--- src/rtl/frontier_pkg.sv ---
// Shared types and helpers for the frontier bitmap scanner.
// The entry word-index width tracks SCAN_WADDR_W; the scanner's WADDR_W must match it.
package frontier_pkg;

    localparam int WORD_W       = 32;
    localparam int BIT_IDX_W    = 5;
    localparam int MEM_RD_LAT   = 2;
    localparam int SCAN_WADDR_W = 11;

    typedef enum logic [1:0] {
        IDLE,
        ISSUE,
        DRAIN,
        DONE
    } state_t;

    typedef struct packed {
        logic [SCAN_WADDR_W-1:0] word_idx;
        logic [WORD_W-1:0]       data;
    } scan_entry_t;

    // Position of the lowest set bit; 0 for an all-zero word.
    function automatic logic [BIT_IDX_W-1:0] lowest_set(input logic [WORD_W-1:0] w);
        logic [BIT_IDX_W-1:0] pos;
        pos = '0;
        for (int i = WORD_W - 1; i >= 0; i--) begin
            if (w[i]) pos = BIT_IDX_W'(i);
        end
        return pos;
    endfunction

endpackage

--- src/rtl/scan_word_fifo.sv ---
// Buffers non-zero bitmap words returned by the BRAM until the extractor takes them.
// Latency: 1 cycle push-to-head.  Backpressure: push is dropped only when full without a pop;
// the upstream credit rule keeps that from happening, and push+pop at full is accepted.
module scan_word_fifo
    import frontier_pkg::*;
#(
    parameter int DEPTH = 4,
    localparam int CNT_W = $clog2(DEPTH + 1),
    localparam int PTR_W = $clog2(DEPTH)
) (
    input  logic              clock,
    input  logic              reset,
    input  logic              push,
    input  scan_entry_t       din,
    input  logic              pop,
    output scan_entry_t       dout,
    output logic              empty,
    output logic [CNT_W-1:0]  count
);

    scan_entry_t      store [DEPTH];
    logic [PTR_W-1:0] wr_ptr;
    logic [PTR_W-1:0] rd_ptr;
    logic             do_push;
    logic             do_pop;

    assign empty   = (count == '0);
    assign do_pop  = pop && !empty;
    assign do_push = push && ((count != CNT_W'(DEPTH)) || do_pop);
    assign dout    = store[rd_ptr];

    always_ff @(posedge clock or posedge reset) begin
        if (reset) begin
            wr_ptr <= '0;
            rd_ptr <= '0;
            count  <= '0;
        end else begin
            if (do_push) wr_ptr <= (wr_ptr == PTR_W'(DEPTH - 1)) ? '0 : wr_ptr + PTR_W'(1);
            if (do_pop)  rd_ptr <= (rd_ptr == PTR_W'(DEPTH - 1)) ? '0 : rd_ptr + PTR_W'(1);
            case ({do_push, do_pop})
                2'b10:   count <= count + CNT_W'(1);
                2'b01:   count <= count - CNT_W'(1);
                default: count <= count;
            endcase
        end
    end

    always_ff @(posedge clock) begin
        if (do_push) store[wr_ptr] <= din;
    end

endmodule

--- src/rtl/frontier_scan.sv ---
// Sweeps the frontier bitmap on BRAM port B and streams the ID of every set bit, ascending.
// Latency: first vid 5 cycles after start, then up to 1 vid/cycle.  Backpressure: vid held while
// vid_ready low; reads pause once FIFO + in-flight reach FIFO_DEPTH.  FRONTIER_SCAN_CLEAR_ON_READ_EN zeroes words as read.
module frontier_scan
    import frontier_pkg::*;
#(
    parameter int NUM_WORDS  = 2048,
    parameter int WADDR_W    = 11,
    parameter int MEM_ADDR_W = 18,
    parameter int VID_W      = 16,
    parameter int FIFO_DEPTH = 4
) (
    input  logic                  clock,
    input  logic                  reset,
    input  logic                  start,
    output logic                  busy,
    output logic                  done,
    output logic                  mem_en,
    output logic                  mem_we,
    output logic [MEM_ADDR_W-1:0] mem_addr,
    output logic [WORD_W-1:0]     mem_din,
    input  logic [WORD_W-1:0]     mem_dout,
    output logic                  vid_valid,
    input  logic                  vid_ready,
    output logic [VID_W-1:0]      vid,
    output logic [VID_W:0]        vid_count
);

    localparam int CNT_W = $clog2(FIFO_DEPTH + 1);
    localparam int INF_W = $clog2(MEM_RD_LAT + 1);
    localparam int SUM_W = CNT_W + 1;

    state_t             state;
    state_t             state_nx;
    logic [WADDR_W-1:0] rd_ptr;
    logic               issue;
    logic               start_ok;
    logic               credit_ok;

    logic [MEM_RD_LAT-1:0] pipe_vld;
    logic [WADDR_W-1:0]    pipe_idx [MEM_RD_LAT];
    logic [INF_W-1:0]      inflight;

    scan_entry_t        push_entry;
    scan_entry_t        head;
    logic               push;
    logic               pop;
    logic               fifo_empty;
    logic [CNT_W-1:0]   fifo_count;

    logic [WORD_W-1:0]  cur_word;
    logic [WADDR_W-1:0] cur_idx;
    logic [WORD_W-1:0]  word_left;
    logic               fire;

    assign start_ok  = (state == IDLE) && start;
    assign credit_ok = (SUM_W'(fifo_count) + SUM_W'(inflight)) < SUM_W'(FIFO_DEPTH);

    always_comb begin
        inflight = '0;
        for (int i = 0; i < MEM_RD_LAT; i++) inflight = inflight + INF_W'(pipe_vld[i]);
    end

    always_ff @(posedge clock or posedge reset) begin
        if (reset) state <= IDLE;
        else       state <= state_nx;
    end

    always_comb begin
        state_nx = state;
        issue    = 1'b0;
        done     = 1'b0;
        case (state)
            IDLE:  if (start) state_nx = ISSUE;
            ISSUE: begin
                if (credit_ok) begin
                    issue = 1'b1;
                    if (rd_ptr == WADDR_W'(NUM_WORDS - 1)) state_nx = DRAIN;
                end
            end
            DRAIN: if ((inflight == '0) && fifo_empty && (cur_word == '0)) state_nx = DONE;
            DONE: begin
                done     = 1'b1;
                state_nx = IDLE;
            end
            default: state_nx = IDLE;
        endcase
    end

    assign busy     = (state != IDLE);
    assign mem_en   = issue;
    assign mem_addr = MEM_ADDR_W'(rd_ptr);
    assign mem_din  = '0;
`ifdef FRONTIER_SCAN_CLEAR_ON_READ_EN
    assign mem_we   = issue;
`else
    assign mem_we   = 1'b0;
`endif

    always_ff @(posedge clock or posedge reset) begin
        if (reset)         rd_ptr <= '0;
        else if (start_ok) rd_ptr <= '0;
        else if (issue)    rd_ptr <= rd_ptr + WADDR_W'(1);
    end

    // Word index rides alongside each read so it arrives with mem_dout.
    always_ff @(posedge clock or posedge reset) begin
        if (reset) begin
            pipe_vld <= '0;
            for (int i = 0; i < MEM_RD_LAT; i++) pipe_idx[i] <= '0;
        end else if (start_ok) begin
            pipe_vld <= '0;
        end else begin
            pipe_vld    <= {pipe_vld[MEM_RD_LAT-2:0], issue};
            pipe_idx[0] <= rd_ptr;
            for (int i = 1; i < MEM_RD_LAT; i++) pipe_idx[i] <= pipe_idx[i-1];
        end
    end

    always_comb begin
        push_entry          = '0;
        push_entry.word_idx = pipe_idx[MEM_RD_LAT-1];
        push_entry.data     = mem_dout;
    end

    assign push = pipe_vld[MEM_RD_LAT-1] && (mem_dout != '0);

    scan_word_fifo #(
        .DEPTH(FIFO_DEPTH)
    ) u_fifo (
        .clock (clock),
        .reset (reset),
        .push  (push),
        .din   (push_entry),
        .pop   (pop),
        .dout  (head),
        .empty (fifo_empty),
        .count (fifo_count)
    );

    assign vid_valid = (cur_word != '0);
    assign vid       = {cur_idx, lowest_set(cur_word)};
    assign fire      = vid_valid && vid_ready;
    assign word_left = cur_word & (cur_word - WORD_W'(1));
    // Refill on the same edge the last bit leaves, so back-to-back words have no bubble.
    assign pop       = !fifo_empty && (!vid_valid || (fire && (word_left == '0)));

    always_ff @(posedge clock or posedge reset) begin
        if (reset) begin
            cur_word <= '0;
            cur_idx  <= '0;
        end else if (pop) begin
            cur_word <= head.data;
            cur_idx  <= head.word_idx;
        end else if (fire) begin
            cur_word <= word_left;
        end
    end

    always_ff @(posedge clock or posedge reset) begin
        if (reset)                                            vid_count <= '0;
        else if (start_ok)                                    vid_count <= '0;
        else if (fire && (vid_count != {(VID_W+1){1'b1}}))    vid_count <= vid_count + (VID_W+1)'(1);
    end

endmodule

--- config.mk ---
export PLATFORM = sky130hd
export DESIGN_NAME = frontier_scan
export DESIGN_NICKNAME = d
export VERILOG_FILES = /design/src/rtl/frontier_pkg.sv /design/src/rtl/scan_word_fifo.sv /design/src/rtl/frontier_scan.sv
export SDC_FILE = /design/constraint.sdc
export NUM_CORES = 1
export LEC_CHECK = 0
export ABC_AREA = 0
export ABC_CLOCK_PERIOD_IN_PS = 9600
export CAP_MARGIN = 20
export CORE_MARGIN = 5
export CORE_UTILIZATION = 55
export DETAILED_ROUTE_END_ITERATION = 10
export GPL_TIMING_DRIVEN = 0
export PLACE_DENSITY = 0.88
export SLEW_MARGIN = 20
export SYNTH_ARGS = -nofsm -noshare
export SYNTH_HDL_FRONTEND = slang
export SYNTH_SLANG_ARGS = --single-unit
--- constraint.sdc ---
create_clock -name clock -period 9.6 [get_ports clock]
set_input_delay 1.92 -clock clock [delete_from_list [all_inputs] [get_ports clock]]
set_output_delay 1.92 -clock clock [all_outputs]
set_load 0.02 [all_outputs]
# ---- After elaboration in Yosys (flattened, before gate mapping)
# Memory sizes are Yosys's and may differ from the RTL's.
# Cells that the tools add are included.
# W data, S select, Z words.
dict set report classes {
  n_mux 52
  n_eq_ne 14
  n_reduce_logical 27
  bitwise 1
  addsub 9
  magnitude_cmp 1
}
# operator count
set op_table {}
lappend op_table {{$mux W5} 32}
lappend op_table {{$logic_not A32 Y1} 2}
lappend op_table {{$mux W32} 2}
lappend op_table {{$reduce_bool A32 Y1} 2}
lappend op_table {{$mux W17} 2}
lappend op_table {{$and A32 B32 Y32} 1}
lappend op_table {{$sub A32 B1 Y32 const B} 1}
lappend op_table {{$mux W11} 2}
lappend op_table {{$add A17 B1 Y17 const B} 1}
lappend op_table {{$ne A17 B17 Y1 const B} 1}
lappend op_table {{$mux W2} 7}
lappend op_table {{$add A11 B1 Y11 const B} 1}
lappend op_table {{$eq A11 B11 Y1 const B} 1}
lappend op_table {{$eq A2 B2 Y1 const B} 5}
lappend op_table {{$logic_and A1 B1 Y1} 10}
lappend op_table {{$reduce_bool A2 Y1} 5}
lappend op_table {{$ne A2 B2 Y1 const B} 4}
lappend op_table {{$pmux W2 S4} 1}
lappend op_table {{$pmux W3 S2} 1}
lappend op_table {{$mux W1} 5}
lappend op_table {{$add A2 B1 Y2 const B} 2}
lappend op_table {{$add A3 B2 Y4} 1}
lappend op_table {{$eq A2 B1 Y1 const B} 2}
lappend op_table {{$logic_not A2 Y1} 2}
lappend op_table {{other kinds (9)} 11}
dict set report totals {
  ram_bits 172
  elab_cells 116
  regBits 104
  memories 1
}
# memory depth word_bits rd rd_clocked_by_memory_dff wr line_no
set memory_table {}
lappend memory_table {u_fifo.store 4 43 1 0 1 scan_word_fifo.sv:21} ;# scan_entry_t store [DEPTH];

# ---- Depth between registers and ports, before layout
# Gate-level depths: netlist of the first run.
dict set report logic_depth {
  depth_word 32
  depth_mapped 19
  depth_no_buf 13
}

# ---- Hierarchy
# Synthesis of the first run repeated with hierarchy kept, for this count alone.
dict set report unflattened {
  hier_cells 919
  hier_area_um2 12550.8
}
# module n_inst seq_area_each_um2 cells_each area_per_inst_um2
set modules_own_cells {}
lappend modules_own_cells {scan_word_fifo 1 5340.1 266 6646.4}
lappend modules_own_cells {frontier_scan 1 2427.3 653 5904.4}

# ---- Worst setup path before layout of the first run
# OpenSTA, ideal clock, no wires.
dict set report synth_path {
  path_kind {input-to-reg}
  start {in vid_ready}
  end {mem u_fifo.store[0][0] (netlist name) (enable)}
  setup_slack_ns 4.871
  path_stages 10
  arrival_time_ns 4.325
  setup_time_ns 0.405
  path_cell_list {clkbuf_1 > nand3_1 > a221oi_1 > and4_1 > nand4_1 > o21ai_1 > buf_4 > nor2_1 > nor2_2 > and2_1}
}
dict set report synth_via {
  elab_chain_len 9
}
# element line_no
set synth_rtl {}
lappend synth_rtl {{from (decl)} frontier_scan.sv:24} ;# input logic vid_ready,
lappend synth_rtl {{$logic_and A1 B1 Y1} frontier_scan.sv:143} ;# assign fire = vid_valid && vid_ready;
lappend synth_rtl {{$logic_and A1 B1 Y1} frontier_scan.sv:146} ;# assign pop = !fifo_empty && (!vid_valid || (fire && (word_left == '0)));
lappend synth_rtl {{$logic_or A1 B1 Y1} frontier_scan.sv:146}
lappend synth_rtl {{$logic_and A1 B1 Y1} frontier_scan.sv:146}
lappend synth_rtl {{$logic_and A1 B1 Y1} scan_word_fifo.sv:28} ;# assign do_pop = pop && !empty;
lappend synth_rtl {{$logic_or A1 B1 Y1} scan_word_fifo.sv:29} ;# assign do_push = push && ((count != CNT_W'(DEPTH)) || do_pop);
lappend synth_rtl {{$logic_and A1 B1 Y1} scan_word_fifo.sv:29}
lappend synth_rtl {{$mux W1} scan_word_fifo.sv:49} ;# if (do_push) store[wr_ptr] <= din;
lappend synth_rtl {{$mux W1 (implied by the code)} scan_word_fifo.sv:49}
lappend synth_rtl {{to (decl)} scan_word_fifo.sv:21}
# Every way passes these cells.

# ---- Worst setup path after layout of the first run
dict set report layout_path {
  start {reg cur_word[30]}
  end {out vid[0]}
}
dict set report layout_via {
  elab_chain_len 31
}
# element line_no
set layout_rtl {}
lappend layout_rtl {{from (decl)} frontier_scan.sv:51} ;# logic [WORD_W-1:0] cur_word;
lappend layout_rtl {{from (signal assigned)} frontier_scan.sv:153} ;# cur_word <= head.data;
lappend layout_rtl {{from (signal assigned)} frontier_scan.sv:156} ;# cur_word <= word_left;
lappend layout_rtl {{$mux W5 (31 in a row)} frontier_pkg.sv:27} ;# if (w[i]) pos = BIT_IDX_W'(i);
lappend layout_rtl {{to (decl)} frontier_scan.sv:25} ;# output logic [VID_W-1:0] vid,
# Every way passes these cells.

==> summary.txt, run 1 <==
Global routing
  • GR Util All Layers: 20.6%
  • Number of antenna violations at the first check in global routing: 1
  • Maximum number of pins on one net before global-route repair: 58
  • GR Overflow Total: 0
  • First-pass GRT wire length: between 40 and 50 mm
  • Number of global-route vias before repair: about 8,000

Run status
  • Status: finished, final reports clean

Job
  • Number of max-capacitance violations reported: 0

Critical path
  • FF-to-FF path depth: 13
  • Critical path arrival: approximately 3.5 ns
  • Crit start category: flip-flop
  • Reg-to-reg setup timing slack: just under 5 ns
  • Worst reg2reg startpoint: cur_word[2]
  • Maximum fanout encountered on the critical timing path: 6
  • Reg2reg end: u_fifo.store[2][26]
  • Endpoint type of the worst setup path: output pin
  • Required @ worst endpoint: 7.68 ns
  • Type of the setup path with the least slack: reg2out

Placed design
  • Final weighted congestion of routability-driven global placement: approximately 0.9
  • Count of buffers from port buffering: slightly above 80
  • Placed wire-length estimate after detailed placement: 17.6 mm

Timing
  • Fmax: around 180 MHz
  • Shortest clock period the worst path allows after layout: between 5 and 6 ns
  • Clock Skews: approximately 0.014 ns
  • Worst slew margin relative to its limit: a little over a third
  • Accumulated negative setup slack: 0 ns
  • RSZ-0062 raised after global routing: false
  • Final setup violation count: 0
  • Slew of the pin with the lowest slew margin: 0.970 ns
  • Hold Violations, Final: 0
  • Final period utilization: a little under three fifths
  • Final-report max-slew violation count: 0

Clock network
  • TritonCTS Buffers: 28
  • Post-CTS Setup Repair Bufs: 0
  • CTS root buf: sky130_fd_sc_hd__clkbuf_16
  • CTS clk-pin slew, worst paths: 0.06 ns
  • Clk sink count: 276
  • Number of gates given a new drive strength after cts: 0
  • TritonCTS clock tree: done
  • Longest Clk Path Bufs: 3
  • Count of H-tree levels built during CTS: 1
  • CTS hold repair buffers: 0
  • Skew-Pair Late Insertion Delay: ~0.54 ns

Yosys
  • Area share of the largest cell type after synthesis: between 40% and 50%
  • Sequential area share after synthesis: 63.9%
  • Mapped Avg Cell Area: about 13 um2
  • Cell taking the most area after synthesis: sky130_fd_sc_hd__edfxtp_1
  • Synth Register Bits: ~280
  • Number of instances in the synthesized netlist: roughly 900
  • Synth Flop Type: sky130_fd_sc_hd__edfxtp_1
  • Count of synthesis-stage warnings from yosys: 0
  • Fraction of synthesis flops using an asynchronous set or reset pin: 37.7%
  • Post-synth EDFFs: around 170
  • Post-synth cell types: 60
  • Syn Std Cell Area: ~12,000 um2
  • Top cells by area in the synthesized netlist: sky130_fd_sc_hd__edfxtp_1 42%, sky130_fd_sc_hd__dfrtp_1 21%, sky130_fd_sc_hd__mux4_2 8.0%, sky130_fd_sc_hd__nand2_1 3.8%, sky130_fd_sc_hd__buf_4 2.6%

Worst hold path
  • End point of the most critical hold path: pipe_idx[21]
  • Beginning of the worst hold path: pipe_idx[21]
  • Type of the tightest min-delay check: reg2reg
  • Hold Crit Depth: 2

Floorplanning
  • Initial standard-cell utilization of the core: 55.7%
  • Die height: around 160 um
  • Count of boundary I/O pins: between 100 and 150
  • Die area: 25,200 um2
  • Floorplan die width: 159 um
  • Area inside the core boundary: approximately 22,000 um2
  • FP Rows: 54

Detailed routing
  • Final antenna-violating net count: 0
  • Residual DRC: 0
  • DRT Pass-1 Iters: 5
  • First DRT Iteration DRCs: slightly below 700
  • Vias per cell: slightly below 6
  • Via Count: between 7,000 and 8,000
  • DRT Wirelength: ~26 mm
  • WL/cell: approximately 19 um

Cells and area
  • Nets: 1,110
  • Final cell utilization of the core: between 60% and 70%
  • Layout area overhead: 19.8%
  • Layout cell share with drive strength beyond 1: 14.6%
  • Antenna cells: 0

Power
  • Pwr/cell area: between 300 and 400 nW/um2
  • IR drop worst, VDD: 205 uV
  • Leakage dissipation: ~5.7 nW
## metrics by stage
step | setup WS (ns) | total power, W | hold slack (ns) | area [um2] | cells
finish | 4.17 | 0.00465 | 0.472 | 14600 | 1359
global route | 4.07 | 0.00492 | 0.482 | 14600 | 1359
CTS | 4.19 | 0.00467 | 0.473 | 14600 | 1359
detailed placement | 4.55 | 0.00352 | 0.457 | 13600 | 1307
global placement | 3.31 | 0.00344 | 0.449 | 13500 | 1303
floorplan | 4.87 | 0.00291 | 0.439 | 12300 | 941
## logic make-up (layout without fill, tap and decap cells)
family,Yosys count,count (layout),share of synthesized area (%)
simple gates,286,286,11.2
buf+inv,114,252,5.11
flops,276,276,63.9
mux,61,61,9.62
fa+ha+maj,18,18,1.89
compound gates,126,126,6.80
other cells,1,40,0.0308
xor+xnor,20,20,1.44
## Yosys cell counts, types with 6 or more instances
library cell,instances
sky130_fd_sc_hd__xnor2_1,6
sky130_fd_sc_hd__mux4_2,43
sky130_fd_sc_hd__dfrtp_1,104
sky130_fd_sc_hd__edfxtp_1,172
sky130_fd_sc_hd__nand2_1,123
sky130_fd_sc_hd__inv_1,24
sky130_fd_sc_hd__a22o_1,21
sky130_fd_sc_hd__or4_1,6
sky130_fd_sc_hd__o21ai_0,34
sky130_fd_sc_hd__a21oi_1,25
sky130_fd_sc_hd__o31ai_1,8
sky130_fd_sc_hd__nor3_1,11
sky130_fd_sc_hd__clkbuf_1,38
sky130_fd_sc_hd__nand3_1,15
sky130_fd_sc_hd__o21ai_1,6
sky130_fd_sc_hd__and2_1,6
sky130_fd_sc_hd__or2_2,6
sky130_fd_sc_hd__nor2_1,52
sky130_fd_sc_hd__xor2_1,14
sky130_fd_sc_hd__nand4_1,14
sky130_fd_sc_hd__ha_1,16
sky130_fd_sc_hd__nor4_1,20
sky130_fd_sc_hd__or3_1,13
sky130_fd_sc_hd__mux2_1,15
sky130_fd_sc_hd__buf_4,42
## critical path: stages, from the launching register on
cell and delay [ns]:
sky130_fd_sc_hd__dfrtp_1 0.44, sky130_fd_sc_hd__nor2b_1 0.15, sky130_fd_sc_hd__o21bai_1 0.07, sky130_fd_sc_hd__a21oi_1 0.18, sky130_fd_sc_hd__o21bai_1 0.08, sky130_fd_sc_hd__a21oi_1 0.17, sky130_fd_sc_hd__o21bai_1 0.10, sky130_fd_sc_hd__a2111oi_0 0.47
sky130_fd_sc_hd__o21ai_0 0.18, sky130_fd_sc_hd__a221oi_1 0.43, sky130_fd_sc_hd__clkdlybuf4s50_1 0.70
## worst max path at each step
stage	start	to	slack (ns)	cells past startpoint
2_1_floorplan	vid_ready	u_fifo.store[0][0]	4.87	10
3_3_place_gp	reset	cur_word[18]	3.31	2
3_5_place_dp	vid_ready	u_fifo.store[0][21]	4.55	11
4_1_cts	cur_word[28]	vid[0]	4.19	9
5_1_grt	cur_word[28]	vid[0]	4.07	9
6_report	cur_word[30]	vid[0]	4.17	10
## power by group
group	total [W]	switching (W)	internal [W]
Sequential	0.00164	0.000150	0.00149
Clock	0.00114	0.000441	0.000695
Combinational	0.00188	0.00107	0.000811
Total	0.00465	0.00166	0.00300
## area by class of cell
class	count	area (um2)
plain buffers	90	532
clock buffers	38	769
clock inverters	14	201
fillers	1519	7250
inverters	24	95.1
multi-input cells	551	3930
flip-flops and latches	276	7770
well taps	280	350
repair buffers	86	931
## layout by cell type, fill, tap and decap left out, types with 5 or more instances in the layout
cell and instances:
sky130_fd_sc_hd__mux2_1 15, sky130_fd_sc_hd__o21ai_0 34, sky130_fd_sc_hd__mux4_2 43, sky130_fd_sc_hd__dfrtp_1 104, sky130_fd_sc_hd__or4_1 6, sky130_fd_sc_hd__nand3_1 15
sky130_fd_sc_hd__o31ai_1 8, sky130_fd_sc_hd__clkbuf_16 29, sky130_fd_sc_hd__conb_1 40, sky130_fd_sc_hd__nand2_1 123, sky130_fd_sc_hd__buf_4 42, sky130_fd_sc_hd__xnor2_1 6
sky130_fd_sc_hd__nor4_1 20, sky130_fd_sc_hd__a21oi_1 25, sky130_fd_sc_hd__nand4_1 14, sky130_fd_sc_hd__nor3_1 11, sky130_fd_sc_hd__nor2_1 52, sky130_fd_sc_hd__inv_1 23
sky130_fd_sc_hd__o21ai_1 6, sky130_fd_sc_hd__or2_2 6, sky130_fd_sc_hd__ha_1 16, sky130_fd_sc_hd__buf_2 5, sky130_fd_sc_hd__edfxtp_1 172, sky130_fd_sc_hd__clkbuf_1 46
sky130_fd_sc_hd__bufinv_16 5, sky130_fd_sc_hd__clkdlybuf4s50_1 82, sky130_fd_sc_hd__or3_1 13, sky130_fd_sc_hd__a22o_1 21, sky130_fd_sc_hd__xor2_1 14
## layer usage
metal  global-route usage, %  share of wire, %
met1                    27.3                40
met2                    34.6                50
met3                    5.68               8.4
met4                    4.42               2.0
met5                       0             0.050
## sequential cells by signal (all words and copies together) (netlist names)
signal / count
pipe_idx: 22
u_fifo.rd_ptr: 2
pipe_vld: 2
cur_idx: 11
state: 2
vid_count: 17
u_fifo.count: 3
cur_word: 32
rd_ptr: 11
u_fifo.wr_ptr: 2
u_fifo.store: 172
Note: power is estimated with default switching activity, not from simulation.
==> run 2: changes to the inputs <==
ABC_CLOCK_PERIOD_IN_PS = 4550   (was 9600)
CORE_UTILIZATION = 51   (was 55)
PLACE_DENSITY = 0.86   (was 0.88)
clock period = 4.55 ns   (was 9.6 ns; I/O delays follow)
==> run 2 against run 1 <==
Against the previous run:
- combinational power is 130% higher
- register-to-register slack worse by 4.7 ns
- sequential power is 110% higher
- flip-flop and latch count stayed put
- worst setup slack worse by 3.9 ns
- clock power is 100% higher
- cell area is 0.66% higher
- count of clock-buffer cells in the layout is 3 higher
==> summary.txt, run 2 (same netlist as run 1, synthesis figures left out) <==
Detailed routing
  • Vias per cell: 5.63 (-2.5%)
  • Via Count: 7,887 (+0.55%)
  • DRT Pass-1 Iters: 5 (unchanged)
  • First DRT Iteration DRCs: 649 (-3.9%)
  • Residual DRC: 0 (unchanged)
  • DRT Wirelength: 27.5 mm (+5.6%)
  • Final antenna-violating net count: 0 (unchanged)
  • WL/cell: 19.6 um (+2.3%)

Clock network
  • TritonCTS clock tree: done
  • TritonCTS Buffers: 28 (unchanged)
  • Clk sink count: 276 (unchanged)
  • Longest Clk Path Bufs: 3 (unchanged)
  • CTS clk-pin slew, worst paths: 0.06 ns (about the same)
  • Count of H-tree levels built during CTS: 1 (unchanged)
  • CTS root buf: sky130_fd_sc_hd__clkbuf_16
  • CTS hold repair buffers: 0 (unchanged)
  • Skew-Pair Late Insertion Delay: 0.55 ns (about the same)

Floorplanning
  • Count of boundary I/O pins: 124 (unchanged)
  • Initial standard-cell utilization of the core: 51.8% (-3.9 points)
  • Die area: 27,000 um2 (+7.3%)
  • Floorplan die width: 164 um (+3.6%)
  • FP Rows: 56 (+3.7%)
  • Area inside the core boundary: 23,500 um2 (+7.6%)
  • Die height: 164 um (+3.6%)

Placed design
  • DP Area: 13,600 um2 (+0.30%)
  • Placed wire-length estimate after detailed placement: 18.1 mm (+2.7%)
  • Minimum setup slack after placement: -0.0528 ns (-4.60 ns)
  • Count of buffers from port buffering: 82 (unchanged)
  • Final weighted congestion of routability-driven global placement: 0.926 (+0.65%)

Worst hold path
  • Type of the tightest min-delay check: reg2reg
  • End point of the most critical hold path: pipe_idx[15]
  • Beginning of the worst hold path: pipe_idx[15]
  • Hold Crit Depth: 2 (unchanged)

Critical path
  • Reg-to-reg setup timing slack: 0.24 ns (-4.72 ns)
  • Worst reg2reg startpoint: cur_word[0]
  • Required @ worst endpoint: 4.78 ns (-2.90 ns)
  • Chain of cells forming the critical path: or4_1 > buf_2 > or3_1 > or3_1 > a211oi_1 > nand4_1 > o21ai_2 > buf_4 > nor2_1 > nor2_2 > and2_2 > buf_16
  • Critical path arrival: 4.55 ns (+1.04 ns)
  • Maximum fanout encountered on the critical timing path: 25 (+19)
  • Critical path's largest stage delay: 0.67 ns (-0.03 ns)
  • CP Buf/Inv Count: 3 (+2)
  • Type of the setup path with the least slack: reg2reg
  • Category of cells accounting for the largest share of critical-path delay: simple AND/OR/NAND/NOR gates
  • Crit start category: flip-flop
  • Slowest library cell on the worst path: sky130_fd_sc_hd__and2_2
  • Endpoint type of the worst setup path: flip-flop
  • Most prevalent standard cell on the critical path: sky130_fd_sc_hd__or3_1
  • FF-to-FF path depth: 12 (-1)
  • Reg2reg end: u_fifo.store[2][5]

Cells and area
  • Reg with most FFs: u_fifo.store
  • Final design instance area without fill: 14,700 um2 (+0.66%)
  • Most frequent cells in the layout: 172 x sky130_fd_sc_hd__edfxtp_1, 123 x sky130_fd_sc_hd__nand2_1, 103 x sky130_fd_sc_hd__dfrtp_1
  • Registers with the most flip-flops: u_fifo.store (172), cur_word (32), pipe_idx (22)
  • Antenna cells: 0 (unchanged)
  • Layout cell share with drive strength beyond 1: 15.6% (+1.1 points)
  • Layout area overhead: 20.6%
  • Max FFs per register: 172 (unchanged)
  • Nets: 1,115 (+0.45%)
  • Commonest non-fill, non-tap cell in the layout: sky130_fd_sc_hd__edfxtp_1

Timing
  • Clock Skews: 0.0261 ns (+0.0120 ns)
  • Shortest clock period the worst path allows after layout: ~4.3 ns
  • Slew of the pin with the lowest slew margin: 0.886 ns (-0.0839 ns)
  • RSZ-0062 raised after global routing: false
  • Accumulated negative setup slack: 0 ns (unchanged)
  • Final period utilization: a little over nine tenths
  • Hold Worst Slack: 0.474 ns (+0.00136 ns)
  • Hold Violations, Final: 0 (unchanged)
  • Setup WS post-layout: 0.235 ns (-3.93 ns)
  • Final-report max-slew violation count: 0 (unchanged)
  • Fmax: approximately 230 MHz
  • Final setup violation count: 0 (unchanged)
  • Worst slew margin relative to its limit: 40.9% (+5.6 points)

Job
  • Number of max-capacitance violations reported: 0 (unchanged)

Global routing
  • GR Util All Layers: 20.5% (-0.13 points)
  • First-pass GRT wire length: 43.6 mm (+1.5%)
  • Number of global-route vias before repair: 8,049 (+0.26%)
  • Maximum number of pins on one net before global-route repair: 70 (+21%)
  • Number of antenna violations at the first check in global routing: 2 (+1)
  • GR Overflow Total: 0 (unchanged)

Power
  • Leakage dissipation: 5.76 nW (+0.67%)
  • Pwr/cell area: 682 nW/um2 (+110%)
  • IR drop worst, VDD: 368 uV (+79%)

Run status
  • Status: finished, final reports clean
[run 2: changes by cell type in the layout (fill, tap and decap cells not counted), moves of 2 or more]
cell,previous run,this run
sky130_fd_sc_hd__nor4_4,0,3
sky130_fd_sc_hd__nor4_2,3,1
sky130_fd_sc_hd__buf_4,42,49
sky130_fd_sc_hd__clkinvlp_4,3,0
sky130_fd_sc_hd__bufinv_16,5,3
sky130_fd_sc_hd__clkinv_2,1,3
[run 2: metrics by stage]
stage	power [W]	util, %	cells
floorplan	0.00615	-	941
global placement	0.00733	57.6	1342
detailed placement	0.00749	58.1	1346
CTS	0.00980	62.0	1397
global route	0.0105	62.5	1402
finish	0.0100	62.5	1402
[run 2: final cells by class]
class | count | area (um2)
Multi-Input combinational cell | 551 | 4000
Clock buffer | 41 | 781
Clock inverter | 10 | 120
Timing Repair Buffer | 93 | 978
Buffer | 88 | 526
Sequential cell | 276 | 7770
Tap cell | 319 | 399
Fill cell | 1726 | 8800
Inverter | 24 | 95.1
[run 2: worst register-to-register path, stage by stage, from the launching register on]
cell and delay [ns]:
sky130_fd_sc_hd__dfrtp_1 0.50, sky130_fd_sc_hd__or4_1 0.57, sky130_fd_sc_hd__buf_2 0.19, sky130_fd_sc_hd__or3_1 0.40, sky130_fd_sc_hd__or3_1 0.33, sky130_fd_sc_hd__a211oi_1 0.24
sky130_fd_sc_hd__nand4_1 0.15, sky130_fd_sc_hd__o21ai_2 0.20, sky130_fd_sc_hd__buf_4 0.21, sky130_fd_sc_hd__nor2_1 0.08, sky130_fd_sc_hd__nor2_2 0.20, sky130_fd_sc_hd__and2_2 0.67
sky130_fd_sc_hd__buf_16 0.25
[run 2: worst max path at each step]
stage | startpoint | end | cells past startpoint
6_report | cur_word[0] | u_fifo.store[2][5] | 12
5_1_grt | cur_word[1] | u_fifo.count[2] | 17
4_1_cts | cur_word[9] | u_fifo.store[2][2] | 13
3_5_place_dp | cur_word[2] | u_fifo.store[3][12] | 13
3_3_place_gp | cur_word[2] | u_fifo.store[0][6] | 12
2_1_floorplan | cur_word[21] | u_fifo.store[0][0] | 11
[run 2: per-layer routing]
layer	wire length [um]	global-route usage [%]
met2	13700	35.0
met3	2390	4.79
met4	522	4.35
met1	10800	27.2
met5	11	0
[run 2: power by group]
group / leakage [nW] / switching (W) / total (W) / internal, W
Sequential: 2.95 / 0.000339 / 0.00348 / 0.00314
Clock: 0.438 / 0.000931 / 0.00228 / 0.00135
Combinational: 2.37 / 0.00240 / 0.00423 / 0.00183
Total: 5.76 / 0.00367 / 0.0100 / 0.00632
[run 2: what timing repair did]
action,in CTS,in global routing
endpoints found under the hold margin,0,0
buffers inserted,0,7
resized for setup,2,13
endpoints found under the setup margin,39,136
pin swaps,0,4
